`config.mk`:
```
export PLATFORM = sky130hd
export DESIGN_NAME = seq_det_prog
export DESIGN_NICKNAME = d
export VERILOG_FILES = /design/src/rtl/seq_det_prog.sv
export SDC_FILE = /design/constraint.sdc
export NUM_CORES = 1
export LEC_CHECK = 0
export ABC_CLOCK_PERIOD_IN_PS = 7500
export CAP_MARGIN = 15
export CORE_ASPECT_RATIO = 1.2
export CORE_MARGIN = 1.5
export CORE_UTILIZATION = 25
export DETAILED_ROUTE_END_ITERATION = 6
export DONT_BUFFER_PORTS = 1
export PLACE_DENSITY = 0.41
export REMOVE_ABC_BUFFERS = 1
export SYNTH_ARGS = -nofsm -noshare
export SYNTH_HDL_FRONTEND = slang
export SYNTH_SLANG_ARGS = --single-unit
```
`constraint.sdc`:
```
create_clock -name clock -period 7.5 [get_ports clock]
set_input_delay 1.5 -clock clock [delete_from_list [all_inputs] [get_ports clock]]
set_output_delay 1.5 -clock clock [all_outputs]
set_load 0.005 [all_outputs]
```
`src/rtl/seq_det_prog.sv`:
```
// -----------------------------------------------------------------------------
// seq_det_prog
//
// Runtime-programmable serial sequence detector. It watches a valid-qualified
// serial bit stream and pulses 'out' for one cycle whenever the most recent
// 'len' accepted bits equal the active pattern, ignoring don't-care positions.
// The pattern, mask, length and overlap mode are loaded at run time, so no
// re-synthesis is needed. A saturating match counter is provided.
//
// Bit ordering: pattern/mask bit 0 corresponds to the most recently accepted
// bit, bit 1 to the bit before it, and so on.
//
// Ports:
//   clock        in   sole clock, rising edge
//   reset        in   synchronous, active-high; restores the default config
//   data_valid   in   qualifies data_stream
//   data_stream  in   serial input bit
//   cfg_load     in   one-cycle strobe; latches cfg_* and clears history/count
//   cfg_pattern  in   [N_MAX-1:0] pattern to match
//   cfg_mask     in   [N_MAX-1:0] 1 = compare bit, 0 = don't care
//   cfg_len      in   [LW-1:0] pattern length (0 -> 1, >N_MAX -> N_MAX)
//   cfg_overlap  in   1 = overlapping matches allowed
//   out          out  registered one-cycle match pulse
//   match_count  out  [CW-1:0] saturating match counter
//   count_sat    out  sticky: counter has reached all-ones
//   armed        out  registered: fill >= active length
// -----------------------------------------------------------------------------
module seq_det_prog #(
  parameter int                N_MAX           = 8,
  parameter int                CW              = 8,
  parameter int                DEFAULT_LEN     = 4,
  parameter logic [N_MAX-1:0]  DEFAULT_PATTERN = 8'b0000_0110,
  localparam int               LW              = $clog2(N_MAX + 1)
) (
  input  logic             clock,
  input  logic             reset,
  input  logic             data_valid,
  input  logic             data_stream,
  input  logic             cfg_load,
  input  logic [N_MAX-1:0] cfg_pattern,
  input  logic [N_MAX-1:0] cfg_mask,
  input  logic [LW-1:0]    cfg_len,
  input  logic             cfg_overlap,
  output logic             out,
  output logic [CW-1:0]    match_count,
  output logic             count_sat,
  output logic             armed
);

  localparam logic [LW-1:0] LEN_MAX = LW'(N_MAX);
  localparam logic [LW-1:0] LEN_DEF = LW'(DEFAULT_LEN);
  localparam logic [CW-1:0] CNT_MAX = '1;

  // Zero length is meaningless (would match every bit with no compare), so it
  // is promoted to 1; lengths beyond the shift register are clipped.
  function automatic logic [LW-1:0] clamp_len(input logic [LW-1:0] l);
    logic [LW-1:0] r;
    if (l == '0) begin
      r = LW'(1);
    end else if (l > LEN_MAX) begin
      r = LEN_MAX;
    end else begin
      r = l;
    end
    return r;
  endfunction

  // Mask with the low l bits set: restricts the compare to the active length.
  function automatic logic [N_MAX-1:0] len_to_mask(input logic [LW-1:0] l);
    logic [N_MAX-1:0] m;
    m = '0;
    for (int i = 0; i < N_MAX; i++) begin
      m[i] = (i < int'(l));
    end
    return m;
  endfunction

  // Counter increment that holds at all-ones instead of wrapping.
  function automatic logic [CW-1:0] sat_inc(input logic [CW-1:0] c);
    logic [CW-1:0] r;
    if (c == CNT_MAX) begin
      r = c;
    end else begin
      r = c + CW'(1);
    end
    return r;
  endfunction

  // Active configuration
  logic [N_MAX-1:0] pattern_q;
  logic [N_MAX-1:0] mask_q;
  logic [LW-1:0]    len_q;
  logic             overlap_q;

  // Stream state
  logic [N_MAX-1:0] shift_p1;
  logic [LW-1:0]    fill_p1;
  logic             match_p1;
  logic [CW-1:0]    count_p1;
  logic             sat_p1;
  logic             armed_p1;

  // Combinational evaluation of the incoming bit
  logic [N_MAX-1:0] shift_next;
  logic [N_MAX-1:0] len_mask;
  logic [N_MAX-1:0] diff;
  logic [LW:0]      fill_inc;
  logic             len_ok;
  logic             hit;
  logic [LW-1:0]    fill_acc;
  logic [LW-1:0]    fill_next;
  logic [CW-1:0]    count_next;

  always_comb begin
    shift_next = {shift_p1[N_MAX-2:0], data_stream};
    len_mask   = len_to_mask(len_q);
    // Compare against the history including the bit arriving now, so the
    // registered pulse lands on the same edge that samples the final bit.
    diff       = (shift_next ^ pattern_q) & mask_q & len_mask;
    fill_inc   = {1'b0, fill_p1} + (LW+1)'(1);
    len_ok     = (fill_inc >= {1'b0, len_q});
    hit        = data_valid && len_ok && (diff == '0);

    if (fill_p1 == LEN_MAX) begin
      fill_acc = fill_p1;
    end else begin
      fill_acc = fill_p1 + LW'(1);
    end

    // Non-overlapping: a match consumes the history, so a fresh len bits
    // are needed before the next match. Shift contents are left as-is.
    if (hit && !overlap_q) begin
      fill_next = '0;
    end else begin
      fill_next = fill_acc;
    end

    count_next = sat_inc(count_p1);
  end

  // ---- stage p1: registered state and outputs ----
  always_ff @(posedge clock) begin
    if (reset) begin
      pattern_q <= DEFAULT_PATTERN;
      mask_q    <= '1;
      len_q     <= clamp_len(LEN_DEF);
      overlap_q <= 1'b1;
      shift_p1  <= '0;
      fill_p1   <= '0;
      match_p1  <= 1'b0;
      count_p1  <= '0;
      sat_p1    <= 1'b0;
      armed_p1  <= 1'b0;
    end else if (cfg_load) begin
      // Any data bit in this cycle is dropped: history restarts with the
      // new configuration.
      pattern_q <= cfg_pattern;
      mask_q    <= cfg_mask;
      len_q     <= clamp_len(cfg_len);
      overlap_q <= cfg_overlap;
      shift_p1  <= '0;
      fill_p1   <= '0;
      match_p1  <= 1'b0;
      count_p1  <= '0;
      sat_p1    <= 1'b0;
      armed_p1  <= 1'b0;
    end else begin
      match_p1 <= hit;
      if (data_valid) begin
        shift_p1 <= shift_next;
        fill_p1  <= fill_next;
        armed_p1 <= (fill_next >= len_q);
      end
      if (hit) begin
        count_p1 <= count_next;
        if (count_next == CNT_MAX) begin
          sat_p1 <= 1'b1;
        end
      end
    end
  end

  assign out         = match_p1;
  assign match_count = count_p1;
  assign count_sat   = sat_p1;
  assign armed       = armed_p1;

endmodule

```
==> Word level (Yosys, flattened, before mapping) <==
Cells that the tools add are included.
{ "word_totals": {"output_inout_bits": 11, "ff_bits": 43, "in_bits": 26} }
{ "classes": {"n_lt_le_gt_ge": 11, "n_bitwise": 3, "n_mux": 5, "n_reduce_logical": 8, "add_sub_neg": 3, "eq_ne": 3} }
{ "ops": {"columns": ["cell", "count"], "rows": [
  ["8-bit bitwise AND", 2],
  ["8-bit equality test, second input constant", 2],
  ["3-bit by 4-bit < comparator with 1-bit output, first input constant", 4],
  ["4-bit 2-to-1 mux", 4],
  ["8-bit by 1-bit adder with 8-bit output, second input constant", 1],
  ["8-bit zero test", 1],
  ["1-bit by 4-bit < comparator with 1-bit output, first input constant", 2],
  ["2-bit by 4-bit < comparator with 1-bit output, first input constant", 2],
  ["8-bit 2-to-1 mux", 1],
  ["8-bit XOR", 1],
  ["4-bit by 1-bit adder with 5-bit output, second input constant", 1],
  ["5-bit by 4-bit >= comparator with 1-bit output", 1],
  ["4-bit by 1-bit adder with 4-bit output, second input constant", 1],
  ["4-bit equality test, second input constant", 1],
  ["4-bit >= comparator", 1],
  ["4-bit > comparator, second input constant", 1],
  ["4-bit zero test", 1],
  ["1-bit logical AND", 3],
  ["2-bit AND reduction", 1],
  ["2-bit OR reduction", 1],
  ["1-bit zero test", 1]
]} }

==> Logic depth before layout (Yosys ltp) <==
Gate-level depths: netlist (run 1).
{ "logic_depth": {"ltp_word": 8, "ltp_mapped": 13, "ltp_nobuf": 13} }

==> Least setup slack after synthesis (run 1) <==
No wires, ideal clock.
{ "synth_path": {"path_type": "input to register", "startpoint": "input data_stream", "endpoint": "register armed_p1 (netlist: armed)", "arrival_ns": 3.165, "path_buffers": 0, "setup_ns": 0.142, "stages": 11, "path_slack_ns": 4.193, "path_cell_list": "xor2_1 a32oi_1 a31o_2 nand4_4 o21ai_0 ha_1 nand2b_1 a21o_1 a21o_1 a21oi_1 a21oi_1"} }
{ "synth_between": {"elab_chain_cells": 8} }
{ "synth_lines": {"columns": ["element", "line", "rtl"], "rows": [
  ["start: declaration", "38", "input logic data_stream,"],
  ["8-bit XOR", "119", "diff = (shift_next ^ pattern_q) & mask_q & len_mask;"],
  ["8-bit bitwise AND (2 in series)", "119", null],
  ["8-bit zero test", "122", "hit = data_valid && len_ok && (diff == '0);"],
  ["1-bit logical AND", "122", null],
  ["1-bit logical AND", "132", "if (hit && !overlap_q) begin"],
  ["4-bit 2-to-1 mux", "132", null],
  ["4-bit >= comparator", "172", "armed_p1 <= (fill_next >= len_q);"],
  ["end signal: assignment", "172", null],
  ["end: declaration", "101", "logic armed_p1;"]
]} }
No other way between the ends.
A chain may end at the register's enable or synchronous reset.

==> Final worst setup path (run 1) <==
Ends and elaborated chain as after synthesis.

==> metrics.txt, run 1 <==
CTS tree yes; Tot Pwr 434 uW; final cell count without fillers between 300 and 400; minimum clock period between 3 and 4 ns; synthesized area about 2200 sq um; die area 9440 sq um; Slew HR 0.333; Peak VDD IR just over 0.00007 V; # rows 37; Worst Slack Setup Final roughly 4.4 ns; Sequential Area 861 sq um; crit path max fanout 9; Worst Skew about 0.0063 ns; Final nets 280; DR vias roughly 1700; achievable clock frequency roughly 320 MHz; final setup TNS 0 ns; ys flop type dfxtp_1; Num CTS Buffers 5; register area share after synthesis 0.388; P_leak between 0.9 and 1 nW; Die Ht 106 um; Placement Cell Area ~2300 sq um; gpl congestion slightly below 0.8; drt pass-1 iters 4; Syn Area/Cell between 9 and 10 sq um; DR vias/cell 4.65; cts repair resizes 0; vias in the first global route roughly 1600; GRT Overall Usage 0.116; count of pins over their slew limit 0; CP endpoint kind flip-flop; pre-CTS setup slack around 4 ns; Clock Path Buffers 2; worst skew pair latency 0.29 ns; CP Launch Type primary input; Netlist cell types between 40 and 50; share of cells above drive strength 1 0.0658; # fillers around 980; Die Width ~89 um; Syn. warnings 0; final hold violations 0; Mapped Cells around 250; DP HPWL 3570 um; Synth area leader dfxtp_1; # port buffers 0; WP data arrival roughly 3.3 ns; CP required ~7.7 ns; unrepaired setup endpoints after global routing false; # clock sinks between 40 and 50; #FFs+latches synth 43; overall routed net length between 5000 and 6000 um; DR DRC count 0; antenna-violating nets left 0; CTS root buf clkbuf_8; initial core utilization 0.257; top cell type's share of synthesized area 0.388; multi-input logic area about 1300 sq um; largest net degree at the start of global routing 35; Synth area leaders dfxtp_1 (39%), mux2i_1 (6.3%), ha_1 (6.2%); 1st-iter DRT viols 54; global route total overflow 0; core area between 8000 and 9000 sq um; first-pass GRT wire length slightly above 8000 um; initial antenna violation count 0; async set or reset register ratio after synthesis 0; Setup Viol. Count Final 0; H-tree depth 2; outcome complete, no violations; crit path kind primary input to flip-flop; Tightest Hold Check Type flip-flop to flip-flop; MaxCap Viol Count 0; number of synthesized flops with an enable pin 0; Ports 37; Final Cell Area roughly 2400 sq um; final worst path period share 0.414; Area Overhead vs Synth 8.52%; Tightest Pin Transition roughly 1 ns; pwr dens approximately 180 nW/um^2; cts hold-fix bufs 0; Placed Instances around 350; post-CTS setup buffers 0; Clock Pin Slew Worst Setup and Hold Paths roughly 0.08 ns; WL per Instance approximately 14 um; antenna diode count 0
flip-flops by register name (all words and copies together) (netlist names):
| signal | cells |
|---|---|
| shift_p1 | 7 |
| pattern_q | 8 |
| mask_q | 8 |
| overlap_q | 1 |
| len_q | 4 |
| count_sat | 1 |
| match_count | 8 |
| out | 1 |
| armed | 1 |
| fill_p1 | 4 |
cell type report:
type                    count  share of cell area
flip-flops and latches     43               0.358
well taps                 117              0.0608
multi-input cells         185               0.533
inverters                   8              0.0125
clock buffers               6              0.0343
clock inverters             1             0.00208
layer usage:
layer / vias to the layer above / GRT usage / part of all wire
met4: 0 / 0.0462 / 0.018
met5: - / 0 / 0
met1: 776 / 0.146 / 0.46
met3: 6 / 0.0334 / 0.047
li1: 862 / - / -
met2: 29 / 0.183 / 0.47
cells in the mapped netlist (all sizes together) (2+ instances only):
cell type and count:
dfxtp 43, nor2 33, mux2i 14, nand2 14, a211o 11, a21oi 11
ha 11, nor2b 11, o21ai 10, inv 8, nand3 7, xnor2 7
xor2 7, clkbuf 6, nor3 6, a31o 5, and3 4, buf 4
nand2b 4, nand3b 4, a211oi 3, a21o 3, a32oi 3, a31oi 2
or2 2
power by group:
| group | total [mW] | switching (mW) | internal (mW) |
|---|---|---|---|
| Sequential | 0.244 | 0.00804 | 0.236 |
| Combinational | 0.0375 | 0.0175 | 0.0200 |
| Clock | 0.152 | 0.0791 | 0.0724 |
worst max-delay path, cell delays in order:
cell and delay (ns):
xor2_1 0.14, a32oi_1 0.15, a31o_2 0.16, nand4_4 0.20, o21ai_0 0.22, ha_1 0.24
nand2b_1 0.14, a21o_1 0.17, a21o_1 0.17, a21oi_1 0.13, a21oi_1 0.07
metrics by stage:
step	util	hold WS (ns)
2_1_floorplan	-	0.460
3_3_place_gp	0.269	0.509
3_5_place_dp	0.269	0.518
4_1_cts	0.279	0.536
5_1_grt	0.279	0.556
6_report	0.279	0.526
cells by family after synthesis:
kind of cell	after synthesis	synth area share
xor gates and xnor gates	14	0.0553
DFF	43	0.388
adders and majority gates	12	0.0666
AOI/OAI and AO/OA	56	0.188
buffers and inverters	18	0.0339
muxes	14	0.0632
and+or+nand+nor	89	0.204
placed cells by master, fill, tap and decap left out, drive strengths merged, types with 8 or more instances in the layout:
cell type	Yosys	layout
a211o	11	11
a21oi	11	11
dfxtp	43	43
ha	11	11
inv	8	8
mux2i	14	14
nand2	14	14
nor2	33	33
nor2b	11	11
o21ai	10	10
worst paths after layout:
| kind | slack [ns] | start | to | cells after the start |
|---|---|---|---|---|
| setup / recovery | 4.40 | data_stream | armed | 11 |
| hold / removal | 0.53 | pattern_q[7] | pattern_q[7] | 2 |
| setup reg to reg | 4.46 | fill_p1[0] | armed | 13 |
| hold reg to reg | 0.53 | pattern_q[7] | pattern_q[7] | 2 |
Power figures use the tool's default switching activity.
==> run 2: changes to the inputs <==
ABC_CLOCK_PERIOD_IN_PS = 2600   (was 7500)
PLACE_DENSITY = 0.43   (was 0.41)
clock period = 2.6 ns   (was 7.5 ns; I/O delays follow)
==> metrics.txt, run 2 (synthesis gave the netlist of run 1 again) <==
global route total overflow 0; # rows 37; Slew HR 0.684; CP endpoint kind flip-flop; Worst Skew 0.00533 ns; core area roughly 8600 sq um; drt pass-1 iters 4; multi-input logic area 1360 sq um; most frequent cells in the layout dfxtp_1 (40), nor2_1 (31), buf_4 (16); CTS tree yes; cell family with most CP delay adder cells; Ports 37; Placed Instances 370; max incr delay on CP ~0.37 ns; WP data arrival between 2 and 3 ns; worst skew pair latency ~0.3 ns; MaxCap Viol Count 0; final hold violations 0; Area Overhead vs Synth 19.8%; WL per Instance about 14 um; share of cells above drive strength 1 0.184; minimum clock period approximately 2.6 ns; Setup Viol. Count Final 0; 1st-iter DRT viols 74; Die Width roughly 90 um; vias in the first global route roughly 1700; pwr dens roughly 530 nW/um^2; crit path kind flip-flop to flip-flop; count of pins over their slew limit 0; Hold Path Depth 1; antenna diode count 0; die area around 9400 sq um; initial antenna violation count 0; DR vias/cell about 4.6; DR DRC count 0; initial core utilization 0.257; achievable clock frequency between 300 and 400 MHz; commonest non-fill, non-tap cell in the layout dfxtp_1; crit path max fanout 4; GRT Overall Usage 0.113; worst reg2reg path depth 15; CP required roughly 2.8 ns; final worst path period share 0.990; critical path depth 15; # clock sinks 43; Sequential Area 870 sq um; outcome complete, no violations; final cell count without fillers 378; # port buffers 0; first-pass GRT wire length between 8000 and 9000 um; DR vias between 1500 and 2000; Tightest Pin Transition about 0.47 ns; worst path bufs/invs 2; Die Ht between 100 and 150 um; CP max-delay cell dfxtp_4; CP Launch Type flip-flop; crit-path cells ha_4, xor2_4, ha_4, o21ai_2, o21ai_1, buf_4, nand4_4, buf_6, nor2_4, nor2_2, ha_1, a21o_1, a21o_1, a21oi_2, a21oi_1; final setup TNS 0 ns; largest net degree at the start of global routing 35; # fillers a little over 900; Tightest Hold Check Type primary input to flip-flop; Clock Path Buffers 2; antenna-violating nets left 0; unrepaired setup endpoints after global routing true; P_leak between 1 and 1.5 nW; CTS root buf clkbuf_8; Clock Pin Slew Worst Setup and Hold Paths 0.09 ns; gpl congestion 0.762; DP HPWL about 3700 um; Final nets a little under 300; H-tree depth 2; Num CTS Buffers 5; Peak VDD IR 0.000258 V; overall routed net length around 5100 um
run 2: changes by cell type in the layout (fill, tap and decap cells not counted), moves of 2 or more:
cell | previous run | this run
dfxtp_1 | 43 | 40
buf_4 | 0 | 16
ha_1 | 11 | 8
dfxtp_4 | 0 | 2
ha_4 | 0 | 3
o21ai_2 | 0 | 2
o21ai_0 | 8 | 5
inv_2 | 0 | 2
inv_1 | 8 | 6
run 2: power breakdown:
| part | internal, mW | leakage [nW] | switching (mW) |
|---|---|---|---|
| registers | 0.681 | 0.354 | 0.0217 |
| clock network | 0.316 | 0.0618 | 0.256 |
| logic | 0.0736 | 0.640 | 0.0588 |
| total | 1.07 | 1.06 | 0.336 |
run 2: stage by stage:
stage               worst slack, ns  total power, mW  utilization  cell area [sq um]  hold WS, ns
floorplan                    -0.154            0.805            -               2170        0.460
global placement            -0.0693            0.843        0.284               2450        0.492
detailed placement          -0.0822            0.844        0.284               2450        0.483
CTS                         0.00716             1.42        0.302               2600        0.267
global route                 -0.118             1.47        0.308               2660        0.255
finish                       0.0256             1.41        0.308               2660        0.276
run 2: worst paths after layout:
kind | from | to | slack [ns]
worst min-delay path | reset | len_q[1] | 0.28
worst max-delay path | fill_p1[1] | armed | 0.03
worst max register to register | fill_p1[1] | armed | 0.03
worst min register to register | len_q[1] | len_q[1] | 0.49
run 2: area by class of cell:
| cell class | instances | share of cell area |
|---|---|---|
| Tap cell | 117 | 0.0551 |
| Sequential cell | 43 | 0.328 |
| Inverter | 8 | 0.0113 |
| Multi-Input combinational cell | 185 | 0.511 |
| Timing Repair Buffer | 17 | 0.0495 |
| Clock inverter | 2 | 0.0146 |
| Clock buffer | 6 | 0.0311 |
run 2: repair_timing:
item                       CTS  global route
hold buffers                 0             0
gates resized for setup     10            13
cloned                       0             0
setup endpoints to repair    1             1
buffers inserted             0             0
pin swaps                    6            12
run 2: per-layer routing:
metal / vias up / GRT usage / share of wire
met5: - / 0 / 0
met3: 4 / 0.0287 / 0.039
met4: 0 / 0.0330 / 0.012
li1: 904 / - / -
met2: 33 / 0.178 / 0.48
met1: 816 / 0.152 / 0.47
